### src/rtl/tlp_tx_arb_16b.sv
// Round-robin arbiter/sequencer sharing the core's 16-bit TLP transmit port among NUM_REQ sources.
// Optional grant-to-start watchdog is enabled by defining TX_ARB_WDOG_EN.
module tlp_tx_arb_16b #(
  parameter int NUM_REQ     = 4,
  parameter int WDOG_CYCLES = 64
) (
  input  logic                   clk_125,
  input  logic                   rst,
  input  logic [NUM_REQ-1:0]     req,
  output logic [NUM_REQ-1:0]     gnt,
  input  logic [16*NUM_REQ-1:0]  src_data,
  input  logic [NUM_REQ-1:0]     src_st,
  input  logic [NUM_REQ-1:0]     src_end,
  output logic                   tx_req,
  input  logic                   tx_rdy,
  output logic [15:0]            tx_data,
  output logic                   tx_st,
  output logic                   tx_end,
  output logic                   busy,
  output logic [1:0]             cur_sel,
  output logic                   err_timeout
);

  typedef enum logic [1:0] {IDLE = 2'd0, REQ = 2'd1, GNT = 2'd2, XFER = 2'd3} state_t;

  if (NUM_REQ < 2 || NUM_REQ > 4 || WDOG_CYCLES < 2) begin : g_bad_cfg
    $error("tlp_tx_arb_16b: unsupported NUM_REQ or WDOG_CYCLES");
  end

  function automatic logic [1:0] wrap_inc(input logic [1:0] idx);
    if (idx == 2'(NUM_REQ - 1)) begin
      wrap_inc = 2'd0;
    end else begin
      wrap_inc = idx + 2'd1;
    end
  endfunction

  state_t               state_r, next_state_s;
  logic [1:0]           ptr_r, next_ptr_s;
  logic [1:0]           sel_r, next_sel_s;
  logic [1:0]           pick_s;
  logic                 pick_vld_s;
  logic                 grant_s;
  logic                 wdog_hit_s;
  logic                 sel_st_s, sel_end_s;
  logic [15:0]          sel_data_s;
  logic [NUM_REQ-1:0]   gnt_r;
  logic                 tx_req_r, tx_st_r, tx_end_r, busy_r;
  logic [15:0]          tx_data_r;

  assign sel_st_s   = src_st[sel_r];
  assign sel_end_s  = src_end[sel_r];
  assign sel_data_s = src_data[{sel_r, 4'd0} +: 16];

  // Round-robin pick: first request at or above ptr, wrapping modulo NUM_REQ.
  always_comb begin : pick
    logic [2:0] sum_v;
    sum_v      = 3'd0;
    pick_s     = 2'd0;
    pick_vld_s = 1'b0;
    for (int j = NUM_REQ - 1; j >= 0; j--) begin
      sum_v = {1'b0, ptr_r} + 3'(j);
      if (sum_v >= 3'(NUM_REQ)) begin
        sum_v = sum_v - 3'(NUM_REQ);
      end else begin
        sum_v = sum_v;
      end
      if (req[sum_v[1:0]]) begin
        pick_s     = sum_v[1:0];
        pick_vld_s = 1'b1;
      end else begin
        pick_s     = pick_s;
        pick_vld_s = pick_vld_s;
      end
    end
  end

  // Next-state logic for the request/grant/transfer sequence.
  always_comb begin
    next_state_s = state_r;
    next_ptr_s   = ptr_r;
    next_sel_s   = sel_r;
    grant_s      = 1'b0;
    case (state_r)
      IDLE: begin
        if (pick_vld_s) begin
          next_sel_s   = pick_s;
          next_state_s = REQ;
        end else begin
          next_state_s = IDLE;
        end
      end
      REQ: begin
        if (tx_rdy) begin
          grant_s      = 1'b1;
          next_state_s = GNT;
        end else begin
          next_state_s = REQ;
        end
      end
      GNT: begin
        if (sel_st_s && sel_end_s) begin
          next_state_s = IDLE;
          next_ptr_s   = wrap_inc(sel_r);
        end else if (sel_st_s) begin
          next_state_s = XFER;
        end else if (wdog_hit_s) begin
          next_state_s = IDLE;
          next_ptr_s   = wrap_inc(sel_r);
        end else begin
          next_state_s = GNT;
        end
      end
      XFER: begin
        if (sel_end_s) begin
          next_state_s = IDLE;
          next_ptr_s   = wrap_inc(sel_r);
        end else begin
          next_state_s = XFER;
        end
      end
      default: begin
        next_state_s = IDLE;
      end
    endcase
  end

  // State, arbitration bookkeeping and registered outputs.
  always_ff @(posedge clk_125) begin
    if (rst) begin
      state_r   <= IDLE;
      ptr_r     <= 2'd0;
      sel_r     <= 2'd0;
      gnt_r     <= {NUM_REQ{1'b0}};
      tx_req_r  <= 1'b0;
      busy_r    <= 1'b0;
      tx_data_r <= 16'd0;
      tx_st_r   <= 1'b0;
      tx_end_r  <= 1'b0;
    end else begin
      state_r  <= next_state_s;
      ptr_r    <= next_ptr_s;
      sel_r    <= next_sel_s;
      tx_req_r <= (next_state_s == REQ);
      busy_r   <= (next_state_s != IDLE);
      gnt_r    <= {NUM_REQ{1'b0}};
      if (grant_s) begin
        gnt_r[sel_r] <= 1'b1;
      end
      // Only the selected source reaches the core, and only while it owns the port.
      if (state_r == GNT || state_r == XFER) begin
        tx_data_r <= sel_data_s;
        tx_st_r   <= sel_st_s;
        tx_end_r  <= sel_end_s;
      end else begin
        tx_data_r <= 16'd0;
        tx_st_r   <= 1'b0;
        tx_end_r  <= 1'b0;
      end
    end
  end

`ifdef TX_ARB_WDOG_EN
  localparam int CW = $clog2(WDOG_CYCLES);
  logic [CW-1:0] wdog_cnt_r;
  logic          err_timeout_r;

  assign wdog_hit_s = (state_r == GNT) && (wdog_cnt_r == CW'(WDOG_CYCLES - 1));

  // Grant-to-start watchdog: counts cycles spent in GNT, zero on entry.
  always_ff @(posedge clk_125) begin
    if (rst) begin
      wdog_cnt_r    <= {CW{1'b0}};
      err_timeout_r <= 1'b0;
    end else begin
      if (state_r == GNT) begin
        wdog_cnt_r <= wdog_cnt_r + CW'(1);
      end else begin
        wdog_cnt_r <= {CW{1'b0}};
      end
      err_timeout_r <= wdog_hit_s && !sel_st_s;
    end
  end

  assign err_timeout = err_timeout_r;
`else
  assign wdog_hit_s  = 1'b0;
  assign err_timeout = 1'b0;
`endif

  assign gnt     = gnt_r;
  assign tx_req  = tx_req_r;
  assign tx_data = tx_data_r;
  assign tx_st   = tx_st_r;
  assign tx_end  = tx_end_r;
  assign busy    = busy_r;
  assign cur_sel = sel_r;

endmodule

### config.mk
export PLATFORM = sky130hd
export DESIGN_NAME = tlp_tx_arb_16b
export DESIGN_NICKNAME = d
export VERILOG_FILES = /design/src/rtl/tlp_tx_arb_16b.sv
export SDC_FILE = /design/constraint.sdc
export NUM_CORES = 1
export LEC_CHECK = 0
export CORE_UTILIZATION = 35
export CTS_CLUSTER_DIAMETER = 120
export DETAILED_ROUTE_END_ITERATION = 12
export PLACE_DENSITY_LB_ADDON = 0.05
export SYNTH_ARGS = -nofsm -noshare
export SYNTH_HDL_FRONTEND = slang
export SYNTH_SLANG_ARGS = --single-unit
### constraint.sdc
create_clock -name clk_125 -period 2 [get_ports clk_125]
set_input_delay 0.6 -clock clk_125 [delete_from_list [all_inputs] [get_ports clk_125]]
set_output_delay 0.6 -clock clk_125 [all_outputs]
set_load 0.005 [all_outputs]
==> reports/results.tsv <==
metric	value	unit
status	finished, violations left	
violations	setup timing	
drt_pre_antenna_iters	4	
rows	23	
synth_edf_count	0	
drc	0	
crit_chain	clkdlybuf4s50_1 -> nor4_1 -> or3_4 -> or4_4 -> a21oi_2	
wl_per_cell	14.3	um
layout_min_cycle_time	2.02	ns
grt_pass1_vias	1383	
synth_top_area_share	40.3	%
die_h	67.2	um
critPathRequiredTime	2.21	ns
grt_antenna_before_repair	0	
vias	1453	
syn_to_final_growth	85.0	%
finalHoldViolCount	0	
fin_crit_sh	101	%
worstPathArrival	2.23	ns
viasPerCell	4.91	
rsz0062_at_grt	yes	
skew	0.00652	ns
synth_seq_cells	30	
critPathTopFamily	simple AND/OR/NAND/NOR gates	
place_ws	-0.237	ns
synth_cells	128	
final_util	68.4	%
syn_area_per_cell	11.6	um^2
h-tree-depth	2	
grt_max_degree	19	
grt.overflow.total	0	
syn_area	1490	um^2
fmax	0.496	GHz
ys_warn_count	0	
place_area	2660	um^2
path_buf_inv	1	
cap_violations	0	
coreArea	4030	um^2
numPortBuffers	104	
gp_congestion	0.807	
critical_path_class	input pin to flip-flop	
worst_slack	-0.0152	ns
critPathLaunchType	input pin	
n_fill_cell	313	
dieArea	4520	um^2
syn_nets	211	
hold_ws	0.530	ns
path_max_fanout	2	
slew_violations	0	
ys_types	33	
endpoint_kind	flip-flop	
synth_top_flop_cell	dfxtp_1	
yosysSeqAreaShare	40.3	%
setup-tns-final	-0.0152	ns
power.density	562	nW/um^2
grt_pass1_wl	6350	um
io_pins	106	
drt-total-wl	4240	um
async_flop_share	0	%
clk_pin_slew_worst_paths	0.06	ns
regArea	601	um^2
setup-violations-final	1	
max-vdd-ir-drop	0.410	mV
synth.largest_area_cell	dfxtp_1	
antennaDiodeCount	0	
ctsLongestPathBuffers	2	
hpwl	3420	um
synthTopCellsByArea	dfxtp_1 40%, mux4_2 26%, nor2b_1 7.1%	
cts_hold_buf	0	
hp-class	flip-flop to flip-flop	
start_util	37.0	%
ant_nets	0	
slowest_stage	or4_4	
cts.sinks	30	
cts_tree	yes	
fin_nets	328	
track_usage	18.8	%
clk_latency	0.27	ns
multiInputGateArea	842	um^2
first_iter_violations	44	
fp.dieW	67.2	um
final_area	2750	um^2
cts_buffers	5	
slowest_delay	0.55	ns
cts-root-buf	clkbuf_8	
drive_above_1_share	17.9	%
leakagePower	1.01	nW
## path summary, 6_finish.rpt
check	start	end	cells after the start	slack, ns
worst min register to register	ptr_r[0]$_SDFFE_PP0P_	ptr_r[0]$_SDFFE_PP0P_	2	0.53
worst max-delay path	req[0]	cur_sel[0]$_SDFFE_PP0P_	5	-0.02
worst min-delay path	ptr_r[0]$_SDFFE_PP0P_	ptr_r[0]$_SDFFE_PP0P_	2	0.53
worst max register to register	cur_sel[0]$_SDFFE_PP0P_	tx_data[7]$_SDFF_PP0_	3	0.42
## cells in the final DEF (no fill, tap or decap), drive strengths merged, types with 2 or more instances in the layout
cell / instances
dfxtp: 30
nand3: 2
inv: 5
and2: 4
nand2b: 3
nand2: 3
clkbuf: 7
o31ai: 2
nor2: 7
nor3: 4
nor2b: 17
buf: 13
ha: 4
mux4: 17
mux2: 2
a21oi: 6
clkdlybuf4s50: 104
## tightest hold or removal path, stage by stage, from the launching register on
cell	delay (ns)
dfxtp_1	0.31
inv_1	0.09
o31ai_1	0.08
## layout make-up
class / count / share of cell area [%]
Multi-Input combinational cell: 86 / 30.6
Inverter: 5 / 0.682
Clock inverter: 1 / 0.182
Sequential cell: 30 / 21.8
Clock buffer: 7 / 3.13
Tap cell: 50 / 2.27
Timing Repair Buffer: 117 / 41.3
## per-layer routing
layer  vias to the layer above  routed length [um]  track usage [%]
li1                        701                   -                -
met1                       691                1590             21.0
met2                        57                2290             34.5
met3                         4                 326             5.24
met4                         0                  26             5.59
met5                         -                   0                0
## power breakdown
group	leakage, nW	switching, mW	internal (mW)
Clock	0.0482	0.215	0.277
Sequential	0.244	0.0181	0.624
Combinational	0.714	0.119	0.294
## synth_stat cells, types with 2 or more instances
| cell | n |
|---|---|
| dfxtp_1 | 30 |
| mux4_2 | 17 |
| nor2b_1 | 17 |
| nor2_1 | 7 |
| a21oi_1 | 6 |
| inv_1 | 5 |
| and2_1 | 4 |
| buf_2 | 4 |
| ha_1 | 4 |
| nor3_1 | 4 |
| nand2_1 | 3 |
| nand2b_1 | 3 |
| mux2_2 | 2 |
| nand3_1 | 2 |
| o31ai_1 | 2 |
## registers in the layout, indices dropped and copies added (netlist names)
| signal | flops |
|---|---|
| tx_end | 1 |
| cur_sel | 2 |
| state_r | 2 |
| ptr_r | 2 |
| tx_req | 1 |
| busy | 1 |
| tx_data | 16 |
| tx_st | 1 |
| gnt | 4 |
## stage by stage
step	std cells	total power, mW
2_1_floorplan	128	0.818
3_3_place_gp	288	1.06
3_5_place_dp	288	1.06
4_1_cts	296	1.56
5_1_grt	296	1.63
6_report	296	1.55
## timing repair
| item | 4_1_cts | 5_1_grt |
|---|---|---|
| resized for setup | 0 | 2 |
| buffers inserted | 0 | 0 |
| endpoints found under the setup margin | 0 | 2 |
## logic make-up (layout without fill, tap and decap cells)
| logic type | count (synthesis) | count (layout) | synth area share (%) |
|---|---|---|---|
| compound gates | 16 | 16 | 7.31 |
| fa+ha+maj | 4 | 4 | 3.36 |
| mux | 20 | 20 | 27.9 |
| buf+inv | 12 | 130 | 3.61 |
| simple gates | 45 | 45 | 17.2 |
| other cells | 1 | 1 | 0.252 |
| flops | 30 | 30 | 40.3 |
No activity file was read; power rests on OpenSTA's default activity.
